--- config.mk ---
export PLATFORM = sky130hd
export DESIGN_NAME = multi_tone_gen
export DESIGN_NICKNAME = d
export VERILOG_FILES = /design/src/rtl/multi_tone_gen.sv
export SDC_FILE = /design/constraint.sdc
export NUM_CORES = 1
export LEC_CHECK = 0
export ABC_AREA = 1
export ABC_CLOCK_PERIOD_IN_PS = 1800
export BUFFER_PORTS_ARGS = -buffer_cell sky130_fd_sc_hd__buf_2
export CAP_MARGIN = 15
export CORE_MARGIN = 1.5
export CORE_UTILIZATION = 56
export DETAILED_ROUTE_END_ITERATION = 8
export GPL_ROUTABILITY_DRIVEN = 0
export PLACE_DENSITY_LB_ADDON = 0.05
export SKIP_LAST_GASP = 1
export SLEW_MARGIN = 40
export SYNTH_ARGS = -nofsm -noshare
export SYNTH_HDL_FRONTEND = slang
export SYNTH_SLANG_ARGS = --single-unit
--- constraint.sdc ---
create_clock -name clk -period 1.8 [get_ports clk]
set_clock_uncertainty 0.2 [all_clocks]
set_input_delay 0.09 -clock clk [delete_from_list [all_inputs] [get_ports clk]]
set_output_delay 0.09 -clock clk [all_outputs]
set_load 0.005 [all_outputs]
--- src/rtl/multi_tone_gen.sv ---
// multi_tone_gen: NCH-channel square-wave generator with shadowed half-period retuning.
// Optional feature macro: MULTI_TONE_PRESCALE_EN (global tick prescaler of PRESCALE clocks).
// Ports:
//   clk      - system clock, rising edge
//   nreset   - asynchronous active-low reset
//   wr_en    - single-cycle half-period write strobe
//   wr_ch    - channel addressed by the write (ignored when >= NCH)
//   wr_data  - new half-period value
//   en       - per-channel run enable
//   tone_out - per-channel square wave
//   wrap     - one-clk pulse when the channel's tone_out toggles
//   pending  - a shadow half-period is waiting for the next wrap
module multi_tone_gen #(
    parameter int NCH      = 4,
    parameter int CW       = 32,
    parameter int PRESCALE = 24,
    localparam int CHW     = (NCH > 1) ? $clog2(NCH) : 1
) (
    input  logic           clk,
    input  logic           nreset,
    input  logic           wr_en,
    input  logic [CHW-1:0] wr_ch,
    input  logic [CW-1:0]  wr_data,
    input  logic [NCH-1:0] en,
    output logic [NCH-1:0] tone_out,
    output logic [NCH-1:0] wrap,
    output logic [NCH-1:0] pending
);
    logic w_tick;
`ifdef MULTI_TONE_PRESCALE_EN
    localparam int PW = $clog2(PRESCALE);
    logic [PW-1:0] r_pre;
    assign w_tick = (r_pre == PW'(PRESCALE - 1));
    always_ff @(posedge clk or negedge nreset) begin
        if (!nreset) r_pre <= '0;
        else         r_pre <= w_tick ? '0 : r_pre + 1'b1;
    end
`else
    // Every clk is a tick; PRESCALE is inert in this build.
    assign w_tick = 1'b1 | (PRESCALE < 2);
`endif
    for (genvar i = 0; i < NCH; i++) begin : g_ch
        logic [CW-1:0] r_cnt, r_hp_act, r_hp_sh;
        logic          r_tone, r_wrap, r_pend;
        logic          w_wr, w_hit;
        // Out-of-range wr_ch matches no channel, so such writes vanish.
        assign w_wr  = wr_en && (wr_ch == CHW'(i));
        assign w_hit = w_tick && (r_cnt == r_hp_act);
        always_ff @(posedge clk or negedge nreset) begin
            if (!nreset) begin
                r_cnt    <= '0;
                r_hp_act <= '0;
                r_hp_sh  <= '0;
                r_tone   <= 1'b0;
                r_wrap   <= 1'b0;
                r_pend   <= 1'b0;
            end else if (!en[i]) begin
                r_cnt  <= '0;
                r_tone <= 1'b0;
                r_wrap <= 1'b0;
                r_pend <= 1'b0;
                if (w_wr)        r_hp_act <= wr_data;
                else if (r_pend) r_hp_act <= r_hp_sh;
            end else if (w_hit) begin
                // Wrap: the only point where a running channel may retune,
                // so hp_act never drops below cnt.
                r_cnt  <= '0;
                r_tone <= ~r_tone;
                r_wrap <= 1'b1;
                r_pend <= 1'b0;
                if (w_wr)        r_hp_act <= wr_data;
                else if (r_pend) r_hp_act <= r_hp_sh;
            end else begin
                r_wrap <= 1'b0;
                if (w_tick) r_cnt <= r_cnt + 1'b1;
                if (w_wr) begin
                    r_hp_sh <= wr_data;
                    r_pend  <= 1'b1;
                end
            end
        end
        assign tone_out[i] = r_tone;
        assign wrap[i]     = r_wrap;
        assign pending[i]  = r_pend;
    end
endmodule

==> flow_summary_export.csv <==
group,metric,value,unit
outcome,run_status,"finished, violations left",
outcome,failed_checks,"negative setup slack",
yosys,seq_cells_post_synth,396,
timing,max_slew.worst_pin.slew,0.6564,ns
grt,maximum_number_of_pins_on_one_net_before_global_route_repair,53,
finish,final_core_util,79.71,%
grt,grt_remaining_overflow,0,
yosys,mappedNetlistNets,2814,
yosys,synth_flop_cell,"sky130_fd_sc_hd__dfrtp_1",
min_path,hold_path_depth,6,
finish,layout-drive-gt1-share,29.93,%
finish,fillerInstances,2411,
setup_path,timing.reg2reg.worst_path_depth,11,
min_path,min_delay_worst_type,"in2reg",
detailed_routing,finalWirelength,72080,um
floorplanning,floorplan.die.width,196.1,um
finish,final_common_cell,"sky130_fd_sc_hd__nand2_1",
job,number_of_maximum_capacitance_constraint_violations,0,
setup_path,worstSetupStartpointType,"flip-flop",
setup_path,critical_path.endpoint_type,"flip-flop",
timing,fin_crit_sh,114.6,%
yosys,post_synth_num_cell_types,30,
detailed_routing,drt_pre_antenna_iters,6,
floorplanning,initial_core_util,56.92,%
finish,stdcell_count,3675,
grt,grtUsageTotal,33.83,%
grt,first_pass_grt_wire_length,102100,um
grt,antenna_found_initial,0,
detailed_routing,initialDrtViolationCount,2348,
timing,period_needed,2.063,ns
floorplanning,core_region_area,36700,um2
finish,mostFrequentLayoutCells,"775 x sky130_fd_sc_hd__nand2_1, 383 x sky130_fd_sc_hd__dfrtp_1, 307 x sky130_fd_sc_hd__buf_4",
placed_design,placed_cells_incl_taps,3465,
clocking,root_buffer,"sky130_fd_sc_hd__clkbuf_16",
timing,setup-violations-final,370,
timing,final-max-slew-violation-count,0,
floorplanning,die_area,38470,um2
power,power.total,0.02658,W
clocking,htree_levels,2,
setup_path,worst-path-max-fanout,8,
yosys,ys_seq_area_share,47.44,%
clocking,insertion_delay,0.57,ns
power,total_leakage_power,14.08,nW
min_path,timing.hold.worst_endpoint,"g_ch[0].r_pend",
yosys,synthArstFlopShare,100.0,%
power,power_per_cell_area,908.6,nW/um2
setup_path,arrival,2.33,ns
clocking,numCtsBuffers,45,
yosys,yosys_warnings,0,
grt,via_count_of_the_first_global_routing_pass,19466,
detailed_routing,antenna_violating_nets_post_route,0,
min_path,hold_wc_startpoint,"wr_en",
setup_path,critical_path_required,2.06,ns
detailed_routing,wl_per_cell,19.61,um
detailed_routing,vias_post_dr,21313,
timing,achievable-frequency,0.4847,GHz
grt,globalRouteMet2Util,54.33,%
grt,grtUsageMet1,45.48,%
floorplanning,floorplan.rows,70,
placed_design,detailed_place_hpwl,42760,um
floorplanning,die-height,196.1,um
timing,hold_violations,0,
clocking,cts_tree,"done",
setup_path,reg2reg_slack,-0.26,ns
detailed_routing,routed_via_density,5.799,
grt,top_usage_layer,"met2",
yosys,avgSynthCellArea,7.544,um2
finish,nets,3221,
setup_path,worstSetupPathType,"reg2reg",
detailed_routing,route.detailed.drc,0,
floorplanning,io_pins,53,
timing,timing.hold.ws,0.1172,ns
finish,flow.area_growth_from_synthesis,40.03,%
placed_design,portBuffers,52,
grt,met3_track_demand_over_resource_in_global_routing,6.670,%
yosys,netlist_instances,2769,
setup_path,crit-reg2reg-capture,"g_ch[1].r_hp_act[11]",
timing,max_slew_margin,56.24,%
power,vdd.ir_drop.worst,0.7744,mV
yosys,synth_edf_count,0,
finish,antenna_cells_inserted,0,
clocking,tritoncts_num_sinks,396,
clocking,cts.reportedPaths.clkPinSlew,0.06,ns
timing,setup_repair_after_global_routing_missed_its_margin,"yes",
clocking,clock_tree.buffer_depth,3,
yosys,synth.cell_area,20890,um2
setup_path,regToRegStartpoint,"g_ch[1].r_cnt[14]",
timing,worst_slack,-0.2632,ns
==> what timing repair did <==
action                                  4_1_cts  5_1_grt
hold buffers                                 40        0
endpoints found under the setup margin      391      395
setup buffers                                25       47
hold endpoints to repair                    620        0
gates cloned                                  7       30
gates resized for setup                     131      514
pin swaps                                    34      122
==> cell type report <==
class                      count  area [um2]  area share [%]
inverter                     187       704.4           2.408
timing repair buffer         507        4952           16.93
tap                          468       585.6           2.002
multi-input combinational   2039       11580           39.60
clock buffer                  60        1272           4.350
clock inverter                18       229.0          0.7827
sequential                   396        9926           33.93
==> registers in the layout, indices dropped and copies added (netlist names) <==
name,flops
g_ch.r_pend,4
g_ch.r_hp_act,128
g_ch.r_cnt,128
g_ch.r_wrap,4
g_ch.r_tone,4
g_ch.r_hp_sh,128
==> cell families after synthesis <==
family	Yosys count	synth area share, %
flops	396	47.44
fa+ha+maj	4	0.2396
simple gates	1713	34.88
compound gates	162	3.899
buf+inv	334	6.834
xor+xnor	160	6.708
==> worst max path at each step <==
stage	from	endpoint	slack, ns
floorplan	g_ch[3].r_cnt[25]	g_ch[3].r_hp_sh[23]	-0.02
global placement	g_ch[2].r_cnt[17]	g_ch[2].r_tone	-0.34
detailed placement	g_ch[2].r_cnt[18]	g_ch[2].r_tone	-0.32
CTS	g_ch[1].r_cnt[17]	g_ch[1].r_hp_act[22]	-0.16
global route	g_ch[1].r_cnt[14]	g_ch[1].r_hp_act[11]	-0.35
finish	g_ch[1].r_cnt[14]	g_ch[1].r_hp_act[11]	-0.26
==> synth_stat cells (6+ instances only) <==
cell / number / area, um2
sky130_fd_sc_hd__a21oi_1: 24 / 120.1
sky130_fd_sc_hd__buf_1: 10 / 37.54
sky130_fd_sc_hd__buf_2: 66 / 330.3
sky130_fd_sc_hd__buf_4: 14 / 105.1
sky130_fd_sc_hd__clkbuf_1: 51 / 191.4
sky130_fd_sc_hd__dfrtp_1: 396 / 9910
sky130_fd_sc_hd__inv_1: 180 / 675.7
sky130_fd_sc_hd__inv_2: 7 / 26.28
sky130_fd_sc_hd__nand2_1: 989 / 3712
sky130_fd_sc_hd__nand3_1: 187 / 935.9
sky130_fd_sc_hd__nand3b_1: 6 / 45.04
sky130_fd_sc_hd__nand4_1: 152 / 950.9
sky130_fd_sc_hd__nor2_1: 273 / 1025
sky130_fd_sc_hd__nor3_1: 80 / 400.4
sky130_fd_sc_hd__o21ai_0: 84 / 420.4
sky130_fd_sc_hd__o21ai_1: 51 / 255.2
sky130_fd_sc_hd__xnor2_1: 104 / 910.9
sky130_fd_sc_hd__xor2_1: 56 / 490.5
==> layer usage <==
layer | wire length [um] | vias to the layer above | share of wire (%)
met5 | 60 | - | 0.083
met4 | 3022 | 2 | 4.2
met3 | 7444 | 255 | 10
met2 | 33760 | 1156 | 47
met1 | 27790 | 10181 | 39
li1 | - | 9719 | -
==> worst max-delay path: stages, from the launching register on <==
cell and delay (ns):
sky130_fd_sc_hd__dfrtp_1 0.41, sky130_fd_sc_hd__xnor2_1 0.19, sky130_fd_sc_hd__nand2_1 0.08, sky130_fd_sc_hd__nor2_1 0.13, sky130_fd_sc_hd__nand2_1 0.11, sky130_fd_sc_hd__nor2_4 0.16, sky130_fd_sc_hd__nand2_4 0.11, sky130_fd_sc_hd__nand2_8 0.14
sky130_fd_sc_hd__nand2_8 0.09, sky130_fd_sc_hd__clkbuf_16 0.21, sky130_fd_sc_hd__nand2_2 0.07, sky130_fd_sc_hd__nand2_1 0.05
==> report_power, final <==
group / switching (W) / internal, W
Sequential: 0.00125 / 0.0103
Clock: 0.00385 / 0.00566
Combinational: 0.00309 / 0.00243
Total: 0.00819 / 0.0184
==> per-stage QoR <==
stage | setup slack [ns] | TNS [ns] | cell area (um2)
6_report | -0.2632 | -53.50 | 29250
2_1_floorplan | -0.01776 | -0.5976 | 20910
4_1_cts | -0.1557 | -30.88 | 26540
3_3_place_gp | -0.3356 | -64.11 | 23790
5_1_grt | -0.3539 | -99.82 | 29250
3_5_place_dp | -0.3246 | -70.32 | 23790
No activity file was read; power rests on OpenSTA's default activity.
